===== src/rtl/mbf_subband_packer_if.sv =====
// Sample inputs and the serialised output port of the subband packer.
// The producer/consumer side uses master; the packer itself uses slave.
interface mbf_subband_packer_if #(
  parameter int IDX_W = 9
) ();
  logic             y_valid;
  logic [7:0]       y;
  logic             z_valid;
  logic [7:0]       z;
  logic             out_ready;
  logic             out_valid;
  logic             out_band;
  logic [7:0]       out_data;
  logic [IDX_W-1:0] out_idx;
  logic [1:0]       ovf;

  modport master (
    output y_valid, y, z_valid, z, out_ready,
    input  out_valid, out_band, out_data, out_idx, ovf
  );

  modport slave (
    input  y_valid, y, z_valid, z, out_ready,
    output out_valid, out_band, out_data, out_idx, ovf
  );
endinterface


===== src/rtl/mbf_subband_packer.sv =====
// Decimate-by-2 of the low (y) and high (z) bands into per-band FIFOs,
// then round-robin serialisation onto one tagged ready/valid output slot.
module mbf_subband_packer #(
  parameter int DEPTH = 16,
  parameter int IDX_W = 9
) (
  input logic                 clk,
  input logic                 reset,
  mbf_subband_packer_if.slave bus
);
  localparam int AW = $clog2(DEPTH);
  localparam int CW = AW + 1;
  localparam int WW = IDX_W + 8;

  // Asynchronous assertion, deassertion released through two flops.
  logic [1:0] rst_sync_q, rst_sync_d;
  logic       rst_n;

  always_comb rst_sync_d = {rst_sync_q[0], 1'b1};

  always_ff @(posedge clk or negedge reset) begin
    if (!reset) rst_sync_q <= '0;
    else        rst_sync_q <= rst_sync_d;
  end

  assign rst_n = rst_sync_q[1];

  logic [1:0]    in_valid;
  logic [7:0]    in_data [2];
  logic [1:0]    nonempty;
  logic [1:0]    pop;
  logic [1:0]    ovf_bits;
  logic [WW-1:0] rd_word [2];

  assign in_valid   = {bus.z_valid, bus.y_valid};
  assign in_data[0] = bus.y;
  assign in_data[1] = bus.z;

  generate
    for (genvar gi = 0; gi < 2; gi++) begin : g_band
      logic             phase_q, phase_d;
      logic [IDX_W-1:0] idx_q, idx_d;
      logic [AW-1:0]    wr_ptr_q, wr_ptr_d;
      logic [AW-1:0]    rd_ptr_q, rd_ptr_d;
      logic [CW-1:0]    cnt_q, cnt_d;
      logic             ovf_q, ovf_d;
      logic             keep;
      logic             wr;
      logic [WW-1:0]    mem_q [DEPTH];

      always_comb begin
        keep     = in_valid[gi] && !phase_q;
        // A full FIFO still accepts when it is popped on the same edge.
        wr       = keep && ((cnt_q != CW'(DEPTH)) || pop[gi]);
        phase_d  = phase_q ^ in_valid[gi];
        idx_d    = idx_q + IDX_W'(keep);
        wr_ptr_d = wr_ptr_q + AW'(wr);
        rd_ptr_d = rd_ptr_q + AW'(pop[gi]);
        cnt_d    = cnt_q + CW'(wr) - CW'(pop[gi]);
        ovf_d    = ovf_q || (keep && !wr);
      end

      always_ff @(posedge clk or negedge rst_n) begin
        if (!rst_n) begin
          phase_q  <= 1'b0;
          idx_q    <= '0;
          wr_ptr_q <= '0;
          rd_ptr_q <= '0;
          cnt_q    <= '0;
          ovf_q    <= 1'b0;
        end else begin
          phase_q  <= phase_d;
          idx_q    <= idx_d;
          wr_ptr_q <= wr_ptr_d;
          rd_ptr_q <= rd_ptr_d;
          cnt_q    <= cnt_d;
          ovf_q    <= ovf_d;
        end
      end

      always_ff @(posedge clk) begin
        if (wr) mem_q[wr_ptr_q] <= {idx_q, in_data[gi]};
      end

      assign nonempty[gi] = (cnt_q != '0);
      assign rd_word[gi]  = mem_q[rd_ptr_q];
      assign ovf_bits[gi] = ovf_q;
    end
  endgenerate

  logic             out_valid_q, out_valid_d;
  logic             out_band_q, out_band_d;
  logic [7:0]       out_data_q, out_data_d;
  logic [IDX_W-1:0] out_idx_q, out_idx_d;
  logic             ptr_q, ptr_d;
  logic             slot_free;
  logic             grant_band;

  always_comb begin
    slot_free   = !out_valid_q || bus.out_ready;
    grant_band  = (&nonempty) ? ptr_q : nonempty[1];
    pop         = '0;
    ptr_d       = ptr_q;
    out_valid_d = out_valid_q;
    out_band_d  = out_band_q;
    out_data_d  = out_data_q;
    out_idx_d   = out_idx_q;
    if (slot_free) begin
      out_valid_d = |nonempty;
      if (|nonempty) begin
        pop[grant_band]         = 1'b1;
        ptr_d                   = !grant_band;
        out_band_d              = grant_band;
        {out_idx_d, out_data_d} = rd_word[grant_band];
      end
    end
  end

  always_ff @(posedge clk or negedge rst_n) begin
    if (!rst_n) begin
      out_valid_q <= 1'b0;
      out_band_q  <= 1'b0;
      out_data_q  <= '0;
      out_idx_q   <= '0;
      ptr_q       <= 1'b0;
    end else begin
      out_valid_q <= out_valid_d;
      out_band_q  <= out_band_d;
      out_data_q  <= out_data_d;
      out_idx_q   <= out_idx_d;
      ptr_q       <= ptr_d;
    end
  end

  assign bus.out_valid = out_valid_q;
  assign bus.out_band  = out_band_q;
  assign bus.out_data  = out_data_q;
  assign bus.out_idx   = out_idx_q;
  assign bus.ovf       = ovf_bits;
endmodule


===== src/flat_wrapper.sv =====
// flat-port wrapper written by rule: the top's interface ports become plain ports
module mbf_subband_packer_flat 
#(
  parameter int DEPTH = 16,
  parameter int IDX_W = 9
)
  (clk, reset, bus_y_valid, bus_y, bus_z_valid, bus_z, bus_out_ready, bus_out_valid, bus_out_band, bus_out_data, bus_out_idx, bus_ovf);
  mbf_subband_packer_if #(.IDX_W(IDX_W)) bus_i ();
  input logic clk;
  input logic reset;
  input wire logic [$bits(bus_i.y_valid)-1:0] bus_y_valid;
  input wire logic [$bits(bus_i.y)-1:0] bus_y;
  input wire logic [$bits(bus_i.z_valid)-1:0] bus_z_valid;
  input wire logic [$bits(bus_i.z)-1:0] bus_z;
  input wire logic [$bits(bus_i.out_ready)-1:0] bus_out_ready;
  output wire logic [$bits(bus_i.out_valid)-1:0] bus_out_valid;
  output wire logic [$bits(bus_i.out_band)-1:0] bus_out_band;
  output wire logic [$bits(bus_i.out_data)-1:0] bus_out_data;
  output wire logic [$bits(bus_i.out_idx)-1:0] bus_out_idx;
  output wire logic [$bits(bus_i.ovf)-1:0] bus_ovf;
  assign bus_i.y_valid = bus_y_valid;
  assign bus_i.y = bus_y;
  assign bus_i.z_valid = bus_z_valid;
  assign bus_i.z = bus_z;
  assign bus_i.out_ready = bus_out_ready;
  assign bus_out_valid = bus_i.out_valid;
  assign bus_out_band = bus_i.out_band;
  assign bus_out_data = bus_i.out_data;
  assign bus_out_idx = bus_i.out_idx;
  assign bus_ovf = bus_i.ovf;
  mbf_subband_packer #(.DEPTH(DEPTH), .IDX_W(IDX_W)) u_core (.clk(clk), .reset(reset), .bus(bus_i));
endmodule

===== config.mk =====
export PLATFORM = sky130hd
export DESIGN_NAME = mbf_subband_packer_flat
export DESIGN_NICKNAME = d
export VERILOG_FILES = /design/src/rtl/mbf_subband_packer_if.sv /design/src/rtl/mbf_subband_packer.sv /design/src/flat_wrapper.sv
export SDC_FILE = /design/constraint.sdc
export NUM_CORES = 1
export LEC_CHECK = 0
export ABC_AREA = 1
export CORE_ASPECT_RATIO = 0.6
export CORE_UTILIZATION = 29
export CTS_CLUSTER_SIZE = 24
export DETAILED_ROUTE_END_ITERATION = 8
export GPL_TIMING_DRIVEN = 0
export MAX_ROUTING_LAYER = met4
export SLEW_MARGIN = 10
export SYNTH_ARGS = -nofsm -noshare
export SYNTH_HDL_FRONTEND = slang
export SYNTH_SLANG_ARGS = --single-unit

===== constraint.sdc =====
create_clock -name clk -period 2.91 [get_ports clk]
set_clock_uncertainty 0.2 [all_clocks]
set_input_delay 0.582 -clock clk [delete_from_list [all_inputs] [get_ports clk]]
set_output_delay 0.582 -clock clk [all_outputs]
set_load 0.01 [all_outputs]

# ---- Yosys cells after proc, flatten, opt, wreduce, memory -nomap -nowiden
# Memory sizes are Yosys's and may differ from the RTL's.
# Index checks and enable logic that the tools add are counted.
dict set report totals {
  regBits 70
  latchBits 0
  ram_bits 544
  mem_bits_ro 0
  in_bits 21
  out_inout_bits 21
  word_cells 73
  n_memories 2
}
dict set report op_classes {
  add_sub_neg 10
  multipliers 0
  div_mod_pow 0
  n_lt_le_gt_ge 3
  eq_ne 2
  n_shift 0
  n_mux 12
  bitwise 3
  n_reduce_logical 23
}
# memory words word_bits read_ports rd_clocked_by_memory_dff wr line
set memory_table {}
lappend memory_table {{u_core.g_band[0].mem_q} 16 17 1 0 1 mbf_subband_packer.sv:49} ;# logic [WW-1:0] mem_q [DEPTH];
lappend memory_table {{u_core.g_band[1].mem_q} 16 17 1 0 1 mbf_subband_packer.sv:49}
# operator count
set op_table {}
lappend op_table {{$mux W17} 3}
lappend op_table {{$add A9 B1 Y9} 2}
lappend op_table {{$add A4 B1 Y4} 4}
lappend op_table {{$add A5 B1 Y5} 2}
lappend op_table {{$ne A5 B5 Y1 const B} 2}
lappend op_table {{$reduce_bool A5 Y1} 2}
lappend op_table {{$sub A5 B1 Y5} 2}
lappend op_table {{$logic_and A1 B1 Y1} 7}
lappend op_table {{$logic_not A1 Y1} 6}
lappend op_table {{$mux W1} 6}
lappend op_table {{$logic_or A1 B1 Y1} 5}
lappend op_table {{$mux W2} 2}
lappend op_table {{$reduce_and A2 Y1} 2}
lappend op_table {{$ge A2 B2 Y1 const B} 1}
lappend op_table {{$lt A1 B2 Y1 const B} 1}
lappend op_table {{$not A1 Y2} 1}
lappend op_table {{$reduce_or A2 Y1} 1}
lappend op_table {{$xor A1 B1 Y1} 2}
lappend op_table {{$demux W1 S1} 1}
lappend op_table {{$ge A1 B1 Y1 const B} 1}

# ---- Logic depth before layout (Yosys ltp)
dict set report depth {
  depth_word 14
  depth_mapped 17
  depth_no_buf 16
}

# ---- Least setup slack after synthesis
# No wires, ideal clock.
dict set report synth_path {
  path_kind {flip-flop to flip-flop}
  startpoint {register u_core.g_band[0].cnt_q[3]}
  endpoint {register u_core.g_band[1].cnt_q[4]}
  setup_ps 128
  arrival_ps 2465
  required_time_ps 2582
  slack_ps 117
  path_stages_with_launch 16
  path_buffers 1
  period_less_slack_ps 2793
  path_cell_list {dfrtp_1 inv_1 ha_1 nand3_2 nand2_2 nand2_4 nor2_8 buf_2 ha_1 inv_1 ha_1 inv_1 fa_1 o21ai_0 a21oi_1 xor2_1}
}
dict set report synth_via {
  elab_chain_cells 13
  word_cells_on_any_way 15
  cone_classes {add/sub: 2; order compare: 2; mux: 5; reduce/logical: 6}
}
# item line
set synth_lines {}
lappend synth_lines {{from (decl)} mbf_subband_packer.sv:45} ;# logic [CW-1:0] cnt_q, cnt_d;
lappend synth_lines {{from (signal assigned)} mbf_subband_packer.sv:76} ;# cnt_q <= cnt_d;
lappend synth_lines {{$reduce_bool A5 Y1 *} mbf_subband_packer.sv:85} ;# assign nonempty[gi] = (cnt_q != '0);
lappend synth_lines {{$reduce_and A2 Y1} mbf_subband_packer.sv:101} ;# grant_band = (&nonempty) ? ptr_q : nonempty[1];
lappend synth_lines {{$mux W1} mbf_subband_packer.sv:101}
lappend synth_lines {{$lt A1 B2 Y1 (implied by the code) or $ge A1 B1 Y1 (tied branches)} mbf_subband_packer.sv:111} ;# pop[grant_band] = 1'b1;
lappend synth_lines {{$logic_and A1 B1 Y1 (implied by the code)} mbf_subband_packer.sv:111}
lappend synth_lines {{$mux W1 (implied by the code)} mbf_subband_packer.sv:111}
lappend synth_lines {{$demux W1 S1} -}
lappend synth_lines {{$mux W2 *} mbf_subband_packer.sv:110} ;# if (|nonempty) begin
lappend synth_lines {{$mux W2 *} mbf_subband_packer.sv:108} ;# if (slot_free) begin
lappend synth_lines {{$logic_or A1 B1 Y1} mbf_subband_packer.sv:54} ;# wr = keep && ((cnt_q != CW'(DEPTH)) || pop[gi]);
lappend synth_lines {{$logic_and A1 B1 Y1} mbf_subband_packer.sv:54}
lappend synth_lines {{$add A5 B1 Y5} mbf_subband_packer.sv:59} ;# cnt_d = cnt_q + CW'(wr) - CW'(pop[gi]);
lappend synth_lines {{$sub A5 B1 Y5 *} mbf_subband_packer.sv:59}
lappend synth_lines {{named net u_core.g_band[1].cnt_d[4]} mbf_subband_packer.sv:45}
lappend synth_lines {{to (signal assigned)} mbf_subband_packer.sv:76}
lappend synth_lines {{to (decl)} mbf_subband_packer.sv:45}
# The timed path passes the listed nets; every way through them passes the cells marked *.
# A chain may end at the register's enable or synchronous reset.

# ---- Worst setup path in the final report
dict set report layout_path {
  startpoint {register u_core.g_band[1].cnt_q[2]}
  endpoint {register u_core.g_band[0].cnt_q[4]}
}
dict set report layout_via {
  elab_chain_cells 13
  word_cells_on_any_way 15
  cone_classes {add/sub: 2; order compare: 2; mux: 5; reduce/logical: 6}
}
# item line
set layout_lines {}
lappend layout_lines {{$reduce_bool A5 Y1 *} mbf_subband_packer.sv:85}
lappend layout_lines {{$reduce_and A2 Y1} mbf_subband_packer.sv:101}
lappend layout_lines {{$mux W1} mbf_subband_packer.sv:101}
lappend layout_lines {{$lt A1 B2 Y1 (implied by the code) or $ge A1 B1 Y1 (tied branches)} mbf_subband_packer.sv:111}
lappend layout_lines {{$logic_and A1 B1 Y1 (implied by the code)} mbf_subband_packer.sv:111}
lappend layout_lines {{$mux W1 (implied by the code)} mbf_subband_packer.sv:111}
lappend layout_lines {{$demux W1 S1} -}
lappend layout_lines {{$mux W2 *} mbf_subband_packer.sv:110}
lappend layout_lines {{$mux W2 *} mbf_subband_packer.sv:108}
lappend layout_lines {{$logic_or A1 B1 Y1} mbf_subband_packer.sv:54}
lappend layout_lines {{$logic_and A1 B1 Y1} mbf_subband_packer.sv:54}
lappend layout_lines {{$add A5 B1 Y5} mbf_subband_packer.sv:59}
lappend layout_lines {{$sub A5 B1 Y5 *} mbf_subband_packer.sv:59}
lappend layout_lines {{named net u_core.g_band[0].cnt_d[4]} mbf_subband_packer.sv:45}
# Marks and branches as above.

==> impl_metrics.json <==
{
  "status": "complete, but fails checks",
  "violations": "negative hold slack",
  "die_w_um": 385,
  "syn-num-nets": 2336,
  "gp_congestion": 0.874,
  "r2r_setup_slack_ns": 0.13,
  "synth_mux_area_share_pct": 0,
  "ir_drop_mv": 0.544,
  "fp-row-count": 83,
  "start_kind": "flop",
  "ys.flop_type": "edfxtp_1",
  "tightestPinTransition_ns": 0.885,
  "hp-class": "reg -> async",
  "antenna_cells": 0,
  "synth-seq-cells": 614,
  "drtIter0Drc": 2124,
  "clockRootBuffer": "clkbuf_16",
  "clkTransAtPathRegs_ns": 0.07,
  "antenna_found_initial": 1,
  "hold_violations": 4,
  "power.total_mw": 30.7,
  "synth_edf_count": 544,
  "fp.coreArea_um2": 86400,
  "totalWireLength_um": 71500,
  "relSlewSlack_pct": 41.0,
  "dieHeight_um": 232,
  "synthToLayoutAreaGrowth_pct": 17.7,
  "clk_path_buf_depth": 3,
  "cts.sinks": 614,
  "grt_pass1_vias": 16000,
  "syn_area_per_cell_um2": 11.2,
  "ys_seq_area_share_pct": 70.7,
  "post-place-ws_ns": -0.663,
  "synth_top_family_by_area": "simple AND/OR/NAND/NOR gates",
  "yosys_warnings": 0,
  "arrival_ns": 3.10,
  "dr.pass1.iters": 5,
  "synthCells": 2289,
  "vias_per_cell": 4.72,
  "setup_tns_ns": 0,
  "worstReg2RegEnd": "u_core.g_band[0].cnt_q[4]$_DFF_PN0_",
  "cts_buffers": 56,
  "hpwl_um": 49500,
  "wl_per_cell_um": 19.8,
  "synth-simple-area-share_pct": 21.4,
  "final_cells": 3616,
  "drtAntennaViolNets": 0,
  "fin_nets": 2468,
  "critPathMaxFanout": 10,
  "whs_ns": -0.00831,
  "clk_latency_ns": 0.62,
  "grtUsageTotal_pct": 16.4,
  "vias": 17100,
  "initial_core_util_pct": 29.6,
  "cts_htree_levels": 2,
  "slew_violations": 0,
  "p_leak_nw": 11.6,
  "synth_compound_area_share_pct": 1.37,
  "power_density_nw_per_um2": 1020,
  "synthDistinctLibCells": 34,
  "max_freq_ghz": 0.360,
  "setup_viol": 0,
  "end_kind": "flop",
  "io_pins": 42,
  "synthXorXnorAreaFrac_pct": 0.993,
  "r2r_cells": 15,
  "fin_crit_ns": 2.78,
  "die-area_um2": 89500,
  "grt_max_degree": 55,
  "min_period_over_period_pct": 95.4,
  "drc": 0,
  "maxCapViolations": 0,
  "placed_cells": 3498,
  "synthesis.area_um2": 25600,
  "setup.worst_path.class": "reg -> reg",
  "worstReg2RegStart": "u_core.g_band[1].cnt_q[2]$_DFF_PN0_",
  "worstPathRequired_ns": 3.24,
  "grt_pass1_wl_um": 105000,
  "overflow": 0,
  "synthArstFlopShare_pct": 11.4,
  "finalWorstSetupSlack_ns": 0.132,
  "final_layout_size_suffix_gt1_share_pct": 10.8,
  "synth_fa_ha_area_share_pct": 1.33,
  "cts_tree": "done",
  "io_buffers": 41
}
==> cells in the final DEF (no fill, tap or decap), types with 21 or more instances in the layout <==
cell type          n
nand2_1          823
edfxtp_1         544
nor2_2            21
clkbuf_1          35
o21ai_0           48
inv_1            113
buf_4             31
buf_2             51
clkbuf_16         57
nor2_1           179
ha_1              21
dfrtp_1           69
clkdlybuf4s50_1   41
nand3_1          248
==> what timing repair did <==
item | CTS | global route
endpoints found under the hold margin | 2 | 0
resized for setup | 14 | 18
pin swaps | 4 | 11
hold buffers | 1 | 0
endpoints found under the setup margin | 5 | 140
setup buffers | 3 | 8
gates cloned | 0 | 0
==> area by class of cell <==
class                      count  area (µm²)
multi-input combinational   1439        6590
sequential                   614       18100
fill                        8519       56300
buffer                       107         631
timing repair buffer          74         893
tap                         1147        1440
clock buffer                  78        1580
inverter                     129         484
clock inverter                28         419
==> layer usage <==
| layer | vias to the layer above | track usage, % | routed length, µm |
|---|---|---|---|
| li1 | 7918 | - | - |
| met1 | 8292 | 26.3 | 35700 |
| met2 | 770 | 20.5 | 26700 |
| met3 | 87 | 3.78 | 8000 |
| met4 | 0 | 2.90 | 1100 |
| met5 | - | - | 0 |
==> worst max-delay path by stage <==
| stage | slack, ns | endpoint | startpoint |
|---|---|---|---|
| 2_1_floorplan | 0.12 | u_core.g_band[1].cnt_q[4]$_DFF_PN0_ | u_core.g_band[0].cnt_q[3]$_DFF_PN0_ |
| 3_3_place_gp | -1.36 | u_core.g_band[0].mem_q[14][1]$_DFFE_PP_ | bus_out_ready |
| 3_5_place_dp | -0.66 | u_core.g_band[1].cnt_q[4]$_DFF_PN0_ | bus_out_ready |
| 4_1_cts | -0.02 | u_core.g_band[1].cnt_q[4]$_DFF_PN0_ | u_core.g_band[0].cnt_q[2]$_DFF_PN0_ |
| 5_1_grt | -0.01 | u_core.g_band[1].cnt_q[4]$_DFF_PN0_ | u_core.g_band[0].cnt_q[3]$_DFF_PN0_ |
| 6_report | 0.13 | u_core.g_band[0].cnt_q[4]$_DFF_PN0_ | u_core.g_band[1].cnt_q[2]$_DFF_PN0_ |
==> cells in the mapped netlist (4+ instances only) <==
library cell,number,area (µm²)
nand2_1,823,3090
edfxtp_1,544,16300
nand3_1,248,1240
nor2_1,202,758
inv_1,118,443
dfrtp_1,70,1750
buf_2,52,260
o21ai_0,50,250
buf_4,26,195
ha_1,24,300
clkbuf_1,21,78.8
xor2_1,19,166
nand3b_1,15,113
a21oi_1,12,60.1
nor2_4,11,124
xnor2_1,10,87.6
inv_2,8,30.0
buf_1,4,15.0
nand2_4,4,45.0
==> worst max-delay path: stages (launching register included) <==
cell and delay, ns:
dfrtp_1 0.38, inv_2 0.07, ha_4 0.17, nand4_4 0.08, o21ai_1 0.09, inv_1 0.11
nand2_4 0.10, nand2_4 0.09, nand2_4 0.11, buf_12 0.20, inv_1 0.08, ha_1 0.18
inv_1 0.06, fa_1 0.45, o21ai_2 0.16, xor2_1 0.15
==> stage by stage <==
stage | utilization, % | area [µm²]
floorplan | - | 25600
global placement | 31.8 | 27400
detailed placement | 32.2 | 27800
CTS | 34.6 | 29900
global route | 34.9 | 30100
finish | 34.9 | 30100
==> flip-flops by register name, indices dropped and copies added, names as in the netlist, 2 cells and up <==
register                cells
u_core.g_band.mem_q       544
u_core.g_band.idx_q        18
u_core.g_band.cnt_q        10
u_core.bus.out_idx          9
u_core.bus.out_data         8
u_core.g_band.rd_ptr_q      8
u_core.g_band.wr_ptr_q      8
u_core.g_band.ovf_q         2
u_core.g_band.phase_q       2
u_core.rst_sync_q           2
==> logic make-up (layout without fill, tap and decap cells) <==
kind of cell	Yosys count	in the layout
DFF	614	614
other	1	1
AOI/OAI and AO/OA	68	68
buffers and inverters	236	416
adders and majority gates	26	26
xor gates and xnor gates	29	29
and+or+nand+nor	1315	1315
==> report_power, final <==
group / internal [mW] / switching, mW
Sequential: 11.0 / 1.02
Combinational: 3.26 / 7.38
Clock: 4.75 / 3.35
Total: 19.0 / 11.7
No activity file was read; power rests on OpenSTA's default activity.
